### config.mk
export PLATFORM = sky130hd
export DESIGN_NAME = hash_req_dispatcher
export DESIGN_NICKNAME = d
export VERILOG_FILES = /design/src/rtl/hash_pkg.sv /design/src/rtl/hash_mult_unit.sv /design/src/rtl/hash_req_dispatcher.sv
export SDC_FILE = /design/constraint.sdc
export NUM_CORES = 1
export LEC_CHECK = 0
export CAP_MARGIN = 20
export CORE_ASPECT_RATIO = 1.75
export CORE_MARGIN = 2
export CORE_UTILIZATION = 54
export CTS_BUF_LIST = sky130_fd_sc_hd__clkbuf_2 sky130_fd_sc_hd__clkbuf_4 sky130_fd_sc_hd__clkbuf_8
export DETAILED_ROUTE_END_ITERATION = 6
export HOLD_SLACK_MARGIN = 0.02
export PLACE_DENSITY = 0.78
export SYNTH_ARGS = -nofsm -noshare
export SYNTH_HDL_FRONTEND = slang
export SYNTH_SLANG_ARGS = --single-unit
export TNS_END_PERCENT = 1
### constraint.sdc
create_clock -name clk -period 14.7 [get_ports clk]
set_clock_uncertainty 0.15 [all_clocks]
set_input_delay 1.47 -clock clk [delete_from_list [all_inputs] [get_ports clk]]
set_output_delay 1.47 -clock clk [all_outputs]
set_load 0.02 [all_outputs]
### src/rtl/hash_pkg.sv
// Shared opcodes, default multiplier and packed request layout for the hash request path.
package hash_pkg;

    localparam logic [1:0] OP_NOP    = 2'b00;
    localparam logic [1:0] OP_INSERT = 2'b01;
    localparam logic [1:0] OP_LOOKUP = 2'b10;
    localparam logic [1:0] OP_DELETE = 2'b11;

    // Golden-ratio constant; odd so the multiply is a bijection on the key space.
    localparam logic [31:0] DEFAULT_HASH_MULT = 32'h9E37_79B1;

    localparam int unsigned REQ_KEY_WIDTH = 32;
    localparam int unsigned REQ_WIDTH     = REQ_KEY_WIDTH + 2;

    typedef struct packed {
        logic [1:0]               op;
        logic [REQ_KEY_WIDTH-1:0] key;
    } hash_req_t;

endpackage

### src/rtl/hash_mult_unit.sv
// Combinational multiply-shift hash: index is the top INDEX_WIDTH bits of key*mult mod 2^KEY_WIDTH.
module hash_mult_unit #(
    parameter int unsigned KEY_WIDTH   = 32,
    parameter int unsigned INDEX_WIDTH = 10,
    parameter logic [31:0] HASH_MULT   = 32'h9E37_79B1
) (
    input  logic [KEY_WIDTH-1:0]   key_i,
    output logic [INDEX_WIDTH-1:0] index_o
);

    localparam logic [KEY_WIDTH-1:0] Mult = KEY_WIDTH'(HASH_MULT);

    logic [KEY_WIDTH-1:0] prod;

    assign prod    = key_i * Mult;
    assign index_o = prod[KEY_WIDTH-1 -: INDEX_WIDTH];

    if (INDEX_WIDTH < KEY_WIDTH) begin : g_low_bits
        logic unused_low_prod;
        assign unused_low_prod = ^prod[KEY_WIDTH-INDEX_WIDTH-1:0];
    end

endmodule

### src/rtl/hash_req_dispatcher.sv
// Pops key requests from a show-ahead FIFO, drops NOPs, hashes keys and emits them via a 2-stage
// stallable pipeline. Define HASH_DISPATCH_STATS_EN to enable the saturating stat counters.
module hash_req_dispatcher
    import hash_pkg::*;
#(
    parameter int unsigned KEY_WIDTH   = 32,
    parameter int unsigned INDEX_WIDTH = 10,
    parameter logic [31:0] HASH_MULT   = DEFAULT_HASH_MULT
) (
    input  logic                   clk,
    input  logic                   reset,
    input  logic [KEY_WIDTH+1:0]   fifo_data,
    input  logic                   fifo_empty,
    output logic                   fifo_rd_en,
    output logic                   out_valid,
    input  logic                   out_ready,
    output logic [1:0]             out_op,
    output logic [KEY_WIDTH-1:0]   out_key,
    output logic [INDEX_WIDTH-1:0] out_index,
    output logic [31:0]            stat_req_count,
    output logic [31:0]            stat_nop_count
);

    logic                   s1_valid_q, s1_valid_d;
    logic [1:0]             s1_op_q, s1_op_d;
    logic [KEY_WIDTH-1:0]   s1_key_q, s1_key_d;
    logic                   s2_valid_q, s2_valid_d;
    logic [1:0]             s2_op_q, s2_op_d;
    logic [KEY_WIDTH-1:0]   s2_key_q, s2_key_d;
    logic [INDEX_WIDTH-1:0] s2_index_q, s2_index_d;

    logic                   s1_adv, s2_adv;
    logic [1:0]             head_op;
    logic [INDEX_WIDTH-1:0] s1_index;

    assign head_op = fifo_data[KEY_WIDTH+1 -: 2];
    assign s2_adv  = !s2_valid_q || out_ready;
    assign s1_adv  = !s1_valid_q || s2_adv;

    assign fifo_rd_en = !reset && !fifo_empty && s1_adv;

    hash_mult_unit #(
        .KEY_WIDTH  (KEY_WIDTH),
        .INDEX_WIDTH(INDEX_WIDTH),
        .HASH_MULT  (HASH_MULT)
    ) u_hash (
        .key_i  (s1_key_q),
        .index_o(s1_index)
    );

    always_comb begin
        s1_valid_d = s1_valid_q;
        s1_op_d    = s1_op_q;
        s1_key_d   = s1_key_q;
        s2_valid_d = s2_valid_q;
        s2_op_d    = s2_op_q;
        s2_key_d   = s2_key_q;
        s2_index_d = s2_index_q;

        // A popped NOP is loaded with valid low, so it never occupies a pipeline slot.
        if (s1_adv) begin
            s1_valid_d = fifo_rd_en && (head_op != OP_NOP);
            if (fifo_rd_en) begin
                s1_op_d  = head_op;
                s1_key_d = fifo_data[KEY_WIDTH-1:0];
            end
        end

        if (s2_adv) begin
            s2_valid_d = s1_valid_q;
            if (s1_valid_q) begin
                s2_op_d    = s1_op_q;
                s2_key_d   = s1_key_q;
                s2_index_d = s1_index;
            end
        end
    end

    always_ff @(posedge clk) begin
        if (reset) begin
            s1_valid_q <= 1'b0;
            s1_op_q    <= '0;
            s1_key_q   <= '0;
            s2_valid_q <= 1'b0;
            s2_op_q    <= '0;
            s2_key_q   <= '0;
            s2_index_q <= '0;
        end else begin
            s1_valid_q <= s1_valid_d;
            s1_op_q    <= s1_op_d;
            s1_key_q   <= s1_key_d;
            s2_valid_q <= s2_valid_d;
            s2_op_q    <= s2_op_d;
            s2_key_q   <= s2_key_d;
            s2_index_q <= s2_index_d;
        end
    end

    assign out_valid = s2_valid_q;
    assign out_op    = s2_op_q;
    assign out_key   = s2_key_q;
    assign out_index = s2_index_q;

`ifdef HASH_DISPATCH_STATS_EN
    logic [31:0] req_cnt_q, req_cnt_d;
    logic [31:0] nop_cnt_q, nop_cnt_d;

    always_comb begin
        req_cnt_d = req_cnt_q;
        nop_cnt_d = nop_cnt_q;
        if (s2_valid_q && out_ready && (req_cnt_q != 32'hFFFF_FFFF)) begin
            req_cnt_d = req_cnt_q + 32'd1;
        end
        if (fifo_rd_en && (head_op == OP_NOP) && (nop_cnt_q != 32'hFFFF_FFFF)) begin
            nop_cnt_d = nop_cnt_q + 32'd1;
        end
    end

    always_ff @(posedge clk) begin
        if (reset) begin
            req_cnt_q <= '0;
            nop_cnt_q <= '0;
        end else begin
            req_cnt_q <= req_cnt_d;
            nop_cnt_q <= nop_cnt_d;
        end
    end

    assign stat_req_count = req_cnt_q;
    assign stat_nop_count = nop_cnt_q;
`else
    assign stat_req_count = '0;
    assign stat_nop_count = '0;
`endif

endmodule

==> results.sh, run 1 <==
export IMPL_status="complete, no violations"
export IMPL_cp_end_kind="register"
export IMPL_drt_pass1_iterations=6
export IMPL_synth_edf_count=0
export IMPL_cts_repair_resized=0
export IMPL_power_per_cell_area_nw_per_um2=189
export IMPL_grtUsageTotal_pct=27.9
export IMPL_critPathLaunchType="register"
export IMPL_yosys_area_top_type_share_pct=34.8
export IMPL_syn_cell_area_um2=11700
export IMPL_syn_inst=1245
export IMPL_layout_commonest_cell="inv_1"
export IMPL_top_level_ports=148
export IMPL_grt_max_degree=55
export IMPL_fin_cells=1618
export IMPL_area_growth_pct=9.74
export IMPL_grt_pass1_wl_um=47200
export IMPL_hold_path_class="register to register"
export IMPL_final_hold_violation_count=0
export IMPL_setup_viol=0
export IMPL_detail_route_iter0_violations=338
export IMPL_p_comb_share_pct=82.5
export IMPL_yosysUniqueCellTypes=41
export IMPL_ys_top_cells_by_area="fa_1 (35%), ha_1 (20%), dfxtp_1 (14%), inv_1 (11%), nand2_1 (4.8%)"
export IMPL_p_clk_share_pct=7.1
export IMPL_postSynthAreaPerCell_um2=9.38
export IMPL_min_period_over_period_pct=52.3
export IMPL_portBuffers=83
export IMPL_grt_ovfl_total=0
export IMPL_layout_nets=1746
export IMPL_r2r_slack_ns=7.01
export IMPL_routabilityCongestion=1.02
export IMPL_drive_above_1_share_pct=2.49
export IMPL_die_w_um=115
export IMPL_fillers=1830
export IMPL_clock_fmax_mhz=130
export IMPL_antenna_left=0
export IMPL_yosysSeqAreaShare_pct=13.7
export IMPL_critPathMaxFanout=9
export IMPL_via_count=8314
export IMPL_clock_sinks=80
export IMPL_drv_cap=0
export IMPL_ys_flop_type="dfxtp_1"
export IMPL_worstPathArrival_ns=7.83
export IMPL_worstPathRequired_ns=14.84
export IMPL_n_antenna_cell=0
export IMPL_vias_per_cell=5.14
export IMPL_ys_ff_latch=80
export IMPL_async_flop_share_pct=0
export IMPL_grt_pass1_vias=9215
export IMPL_cts_hold_buf=0
export IMPL_peakVddDrop_mv=0.213
export IMPL_cts_max_level=3
export IMPL_slew_headroom_pct=50.1
export IMPL_clk_latency_ns=0.36
export IMPL_setup_tns_ns=0
export IMPL_cts_setup_buffers=0
export IMPL_cts_clk_slew_worst_paths_ns=0.09
export IMPL_leakagePower_nw=6.55
export IMPL_ys_warn_count=0
export IMPL_slew_viol_final=0
export IMPL_path_class="register to register"
export IMPL_dieArea_um2=22900
export IMPL_synth_largest_area_cell="fa_1"
export IMPL_place_inst=1602
export IMPL_p_sw_mw=1.29
export IMPL_die_h_um=199
export IMPL_root_buffer="clkbuf_8"
export IMPL_start_util_pct=54.5
export IMPL_routedWlPerCell_um=18.5
export IMPL_cts_tree="built"
export IMPL_p_int_mw=1.14
export IMPL_switching_share_pct=53.2
export IMPL_drc_errors=0
export IMPL_drt_total_wl_um=30000
export IMPL_power_frac_seq_pct=10.4
export IMPL_worstMarginPinSlew_ns=0.747
export IMPL_numCtsBuffers=9
export IMPL_layout_min_cycle_time_ns=7.69
export IMPL_row_count=71
export IMPL_grt_setup_unrepaired="false"
export IMPL_core_area_um2=21400
export IMPL_most_common_layout_cells="inv_1 (340), fa_1 (203), ha_1 (184), nand2_1 (148), clkdlybuf4s50_1 (82)"
export IMPL_cts_buffer_depth=2
export IMPL_dpl_hpwl_um=25800
export IMPL_grt_antenna_before_repair=0
final timing paths:
check	start	end	cells past startpoint
max	s1_key_q[8]	out_index[9]	21
min	s1_op_q[0]	out_op[0]	2
max reg2reg	s1_key_q[8]	out_index[9]	21
min reg2reg	s1_op_q[0]	out_op[0]	2
cell type report:
cell class / count / area, µm² / area share (%)
Timing Repair Buffer: 92 / 893 / 6.97
Sequential cell: 80 / 1600 / 12.5
Inverter: 340 / 1280 / 9.96
Tap cell: 292 / 365 / 2.85
Clock inverter: 5 / 62.6 / 0.488
Multi-Input combinational cell: 798 / 8460 / 66.1
Clock buffer: 11 / 151 / 1.18
flip-flops by register name, summed over array words and instances, names as in the netlist:
| name | count |
|---|---|
| out_index | 10 |
| s1_key_q | 32 |
| out_op | 2 |
| out_key | 32 |
| out_valid | 1 |
| s1_valid_q | 1 |
| s1_op_q | 2 |
power by group through the flow:
stage	logic (mW)	registers, mW	clock network, mW
global route	2.23	0.253	0.185
CTS	2.01	0.251	0.175
floorplan	1.40	0.257	0
detailed placement	1.99	0.256	0
finish	2.00	0.252	0.173
global placement	1.92	0.255	0
Yosys cell counts, drive strengths merged, types with 4 or more instances:
master  count
xor2        6
a211oi      7
nor2        9
clkbuf     24
a21o        5
dfxtp      80
ha        184
a21oi      79
nand3b      4
buf        66
nand3       7
xnor2      37
o21ai       8
a211o       4
nand2     148
fa        203
inv       340
layer usage:
layer  track usage, %  vias up  wire [µm]
li1                 -     3767          -
met1             27.1     4074       9270
met2             51.3      316      16300
met3             3.08      157       1180
met4             23.2        0       3160
met5                0        -          0
cells by family (layout without fill, tap and decap cells):
kind of cell / count (synthesis) / after routing / share of synthesized area (%)
DFF: 80 / 80 / 13.7
xor gates and xnor gates: 43 / 43 / 3.23
adders and majority gates: 387 / 387 / 54.5
buffers and inverters: 430 / 448 / 15.9
AOI/OAI and AO/OA: 117 / 117 / 5.95
and+or+nand+nor: 187 / 187 / 6.69
other: 1 / 64 / 0.0321
stage by stage:
stage / total power, mW / setup WS, ns / util, % / hold WS, ns / cell area (µm²)
floorplan: 1.66 / 7.94 / - / 0.282 / 11900
global placement: 2.18 / 7.28 / 58.9 / 0.286 / 12600
detailed placement: 2.25 / 7.15 / 58.9 / 0.293 / 12600
CTS: 2.44 / 7.10 / 59.9 / 0.306 / 12800
global route: 2.67 / 6.82 / 59.9 / 0.322 / 12800
finish: 2.43 / 7.01 / 59.9 / 0.305 / 12800
critical path, stage by stage, from the launching register on:
cell and delay (ns):
dfxtp_1 0.72, inv_1 0.32, fa_1 0.62, fa_1 0.45
fa_1 0.49, fa_1 0.42, inv_1 0.07, fa_1 0.43
fa_1 0.50, fa_1 0.50, inv_1 0.05, fa_1 0.47
inv_1 0.05, ha_1 0.40, a21oi_1 0.19, o21ai_1 0.10
a211oi_2 0.26, nand4b_1 0.35, a31oi_4 0.30, o21ai_1 0.13
or4b_1 0.53, o211ai_2 0.09
No activity file was read; power rests on OpenSTA's default activity.
==> inputs of run 2 (changes only) <==
==> constraint.sdc (replaced) <==
create_clock -name clk -period 7.4 [get_ports clk]
set_clock_uncertainty 0.15 [all_clocks]
set_input_delay 0.74 -clock clk [delete_from_list [all_inputs] [get_ports clk]]
set_output_delay 0.74 -clock clk [all_outputs]
set_load 0.02 [all_outputs]
==> run 2 against run 1 <==
Effect of this change: combinational power increased by 97%; global-route usage increased by 0.56 points; clock power increased by 86%; sequential share of layout area decreased by 0.11 points; die area unchanged; register-to-register slack got worse by 6.6 ns; cell count increased by 1.1%; non-clock buffer count increased by 17; maximum frequency increased by 11%; worst hold slack improved by 0.00097 ns; first-iteration DRC count increased by 22%; sequential power increased by 91%; critical path type unchanged.
==> results.sh, run 2 (synthesized netlist as in run 1, its figures left out) <==
export IMPL_status="complete, no violations"
export IMPL_most_common_layout_cells="inv_1 (340), fa_1 (203), ha_1 (184), nand2_1 (148), clkdlybuf4s50_1 (82)"
export IMPL_cp_end_kind="register"
export IMPL_root_buffer="clkbuf_8"
export IMPL_cts_max_level=3
export IMPL_p_sw_mw=2.48
export IMPL_slew_headroom_pct=43.1
export IMPL_area_growth_pct=10.7
export IMPL_drt_pass1_iterations=4
export IMPL_grt_antenna_before_repair=0
export IMPL_layout_nets=1763
export IMPL_cts_buffer_depth=2
export IMPL_grtUsageTotal_pct=28.4
export IMPL_path_class="register to register"
export IMPL_die_w_um=115
export IMPL_drive_above_1_share_pct=3.72
export IMPL_vias_per_cell=5.13
export IMPL_critPathMaxFanout=4
export IMPL_detail_route_iter0_violations=413
export IMPL_leakagePower_nw=6.63
export IMPL_switching_share_pct=52.2
export IMPL_routedWlPerCell_um=18.7
export IMPL_grt_pass1_vias=9133
export IMPL_grt_ovfl_total=0
export IMPL_slew_viol_final=0
export IMPL_drt_total_wl_um=30500
export IMPL_setup_viol=0
export IMPL_cts_tree="built"
export IMPL_worstPathRequired_ns=7.53
export IMPL_setup_tns_ns=0
export IMPL_drc_errors=0
export IMPL_clk_latency_ns=0.35
export IMPL_peakVddDrop_mv=0.420
export IMPL_layout_min_cycle_time_ns=6.96
export IMPL_r2r_slack_ns=0.44
export IMPL_clock_fmax_mhz=144
export IMPL_p_comb_share_pct=83.1
export IMPL_row_count=71
export IMPL_final_setup_worst_slack_ns=0.443
export IMPL_p_clk_share_pct=6.8
export IMPL_cts_hold_buf=0
export IMPL_start_util_pct=54.5
export IMPL_antenna_left=0
export IMPL_grt_setup_unrepaired="false"
export IMPL_via_count=8389
export IMPL_power_per_cell_area_nw_per_um2=367
export IMPL_hold_path_class="register to register"
export IMPL_grt_max_degree=87
export IMPL_worstMarginPinSlew_ns=0.854
export IMPL_routabilityCongestion=1.09
export IMPL_cts_repair_resized=0
export IMPL_cts_clk_slew_worst_paths_ns=0.08
export IMPL_place_inst=1618
export IMPL_dp_worst_setup_slack_ns=0.391
export IMPL_dieArea_um2=22900
export IMPL_final_hold_violation_count=0
export IMPL_drv_cap=0
export IMPL_worstPathArrival_ns=7.09
export IMPL_critPathLaunchType="register"
export IMPL_clock_sinks=80
export IMPL_portBuffers=83
export IMPL_fin_cells=1635
export IMPL_dpl_hpwl_um=26300
export IMPL_p_int_mw=2.27
export IMPL_layout_commonest_cell="inv_1"
export IMPL_grt_pass1_wl_um=48100
export IMPL_min_period_over_period_pct=94.0
export IMPL_power_frac_seq_pct=10.2
export IMPL_numCtsBuffers=9
export IMPL_die_h_um=199
export IMPL_core_area_um2=21400
export IMPL_top_level_ports=148
export IMPL_n_antenna_cell=0
-- run 2: final timing paths --
| path | startpoint | to | cells after the start |
|---|---|---|---|
| worst max-delay path | s1_key_q[10] | out_index[9] | 22 |
| worst min-delay path | s1_op_q[1] | out_op[1] | 2 |
| worst max register to register | s1_key_q[10] | out_index[9] | 22 |
| worst min register to register | s1_op_q[1] | out_op[1] | 2 |
-- run 2: critical path, stage by stage (launching register included) --
cell,delay (ns)
dfxtp_1,0.31
inv_1,0.23
fa_1,0.49
fa_1,0.51
fa_1,0.55
fa_1,0.43
inv_1,0.09
fa_1,0.44
fa_1,0.50
fa_1,0.51
inv_1,0.06
fa_1,0.49
inv_1,0.06
ha_1,0.33
a21oi_1,0.16
o21ai_1,0.09
a211oi_2,0.24
nand4b_1,0.13
buf_4,0.18
a31oi_4,0.17
o21ai_1,0.14
or4b_1,0.54
o211ai_2,0.09
-- run 2: layout make-up --
cell class,count,area [µm²]
Timing Repair Buffer,109,1020
Clock inverter,5,57.6
Multi-Input combinational cell,798,8460
Clock buffer,11,139
Sequential cell,80,1600
Tap cell,292,365
Inverter,340,1280
Fill cell,1848,8480
-- run 2: repair_timing --
action / in CTS / in global routing
setup buffers: 0 / 1
endpoints found under the hold margin: 0 / 0
setup endpoints to repair: 0 / 1
-- run 2: stage by stage --
| step | power (mW) | hold slack (ns) | cell area, µm² | util (%) |
|---|---|---|---|---|
| 3_5_place_dp | 4.38 | 0.297 | 12700 | 59.4 |
| 4_1_cts | 4.74 | 0.309 | 12900 | 60.3 |
| 3_3_place_gp | 4.25 | 0.292 | 12700 | 59.4 |
| 2_1_floorplan | 3.30 | 0.282 | 11900 | - |
| 5_1_grt | 5.26 | 0.330 | 12900 | 60.4 |
| 6_report | 4.75 | 0.306 | 12900 | 60.4 |
-- run 2: power by group through the flow --
stage	combinational, mW	sequential [mW]	clock (mW)
floorplan	2.79	0.510	0
global placement	3.76	0.492	0
detailed placement	3.88	0.492	0
CTS	3.93	0.482	0.325
global route	4.43	0.485	0.343
finish	3.94	0.482	0.321
-- run 2: routing by layer --
layer / GRT usage [%] / wire length (µm) / up-vias
met1: 28.3 / 9780 / 4134
li1: - / - / 3807
met5: 0 / 0 / -
met2: 52.9 / 16800 / 307
met4: 21.2 / 2960 / 0
met3: 3.02 / 1030 / 141
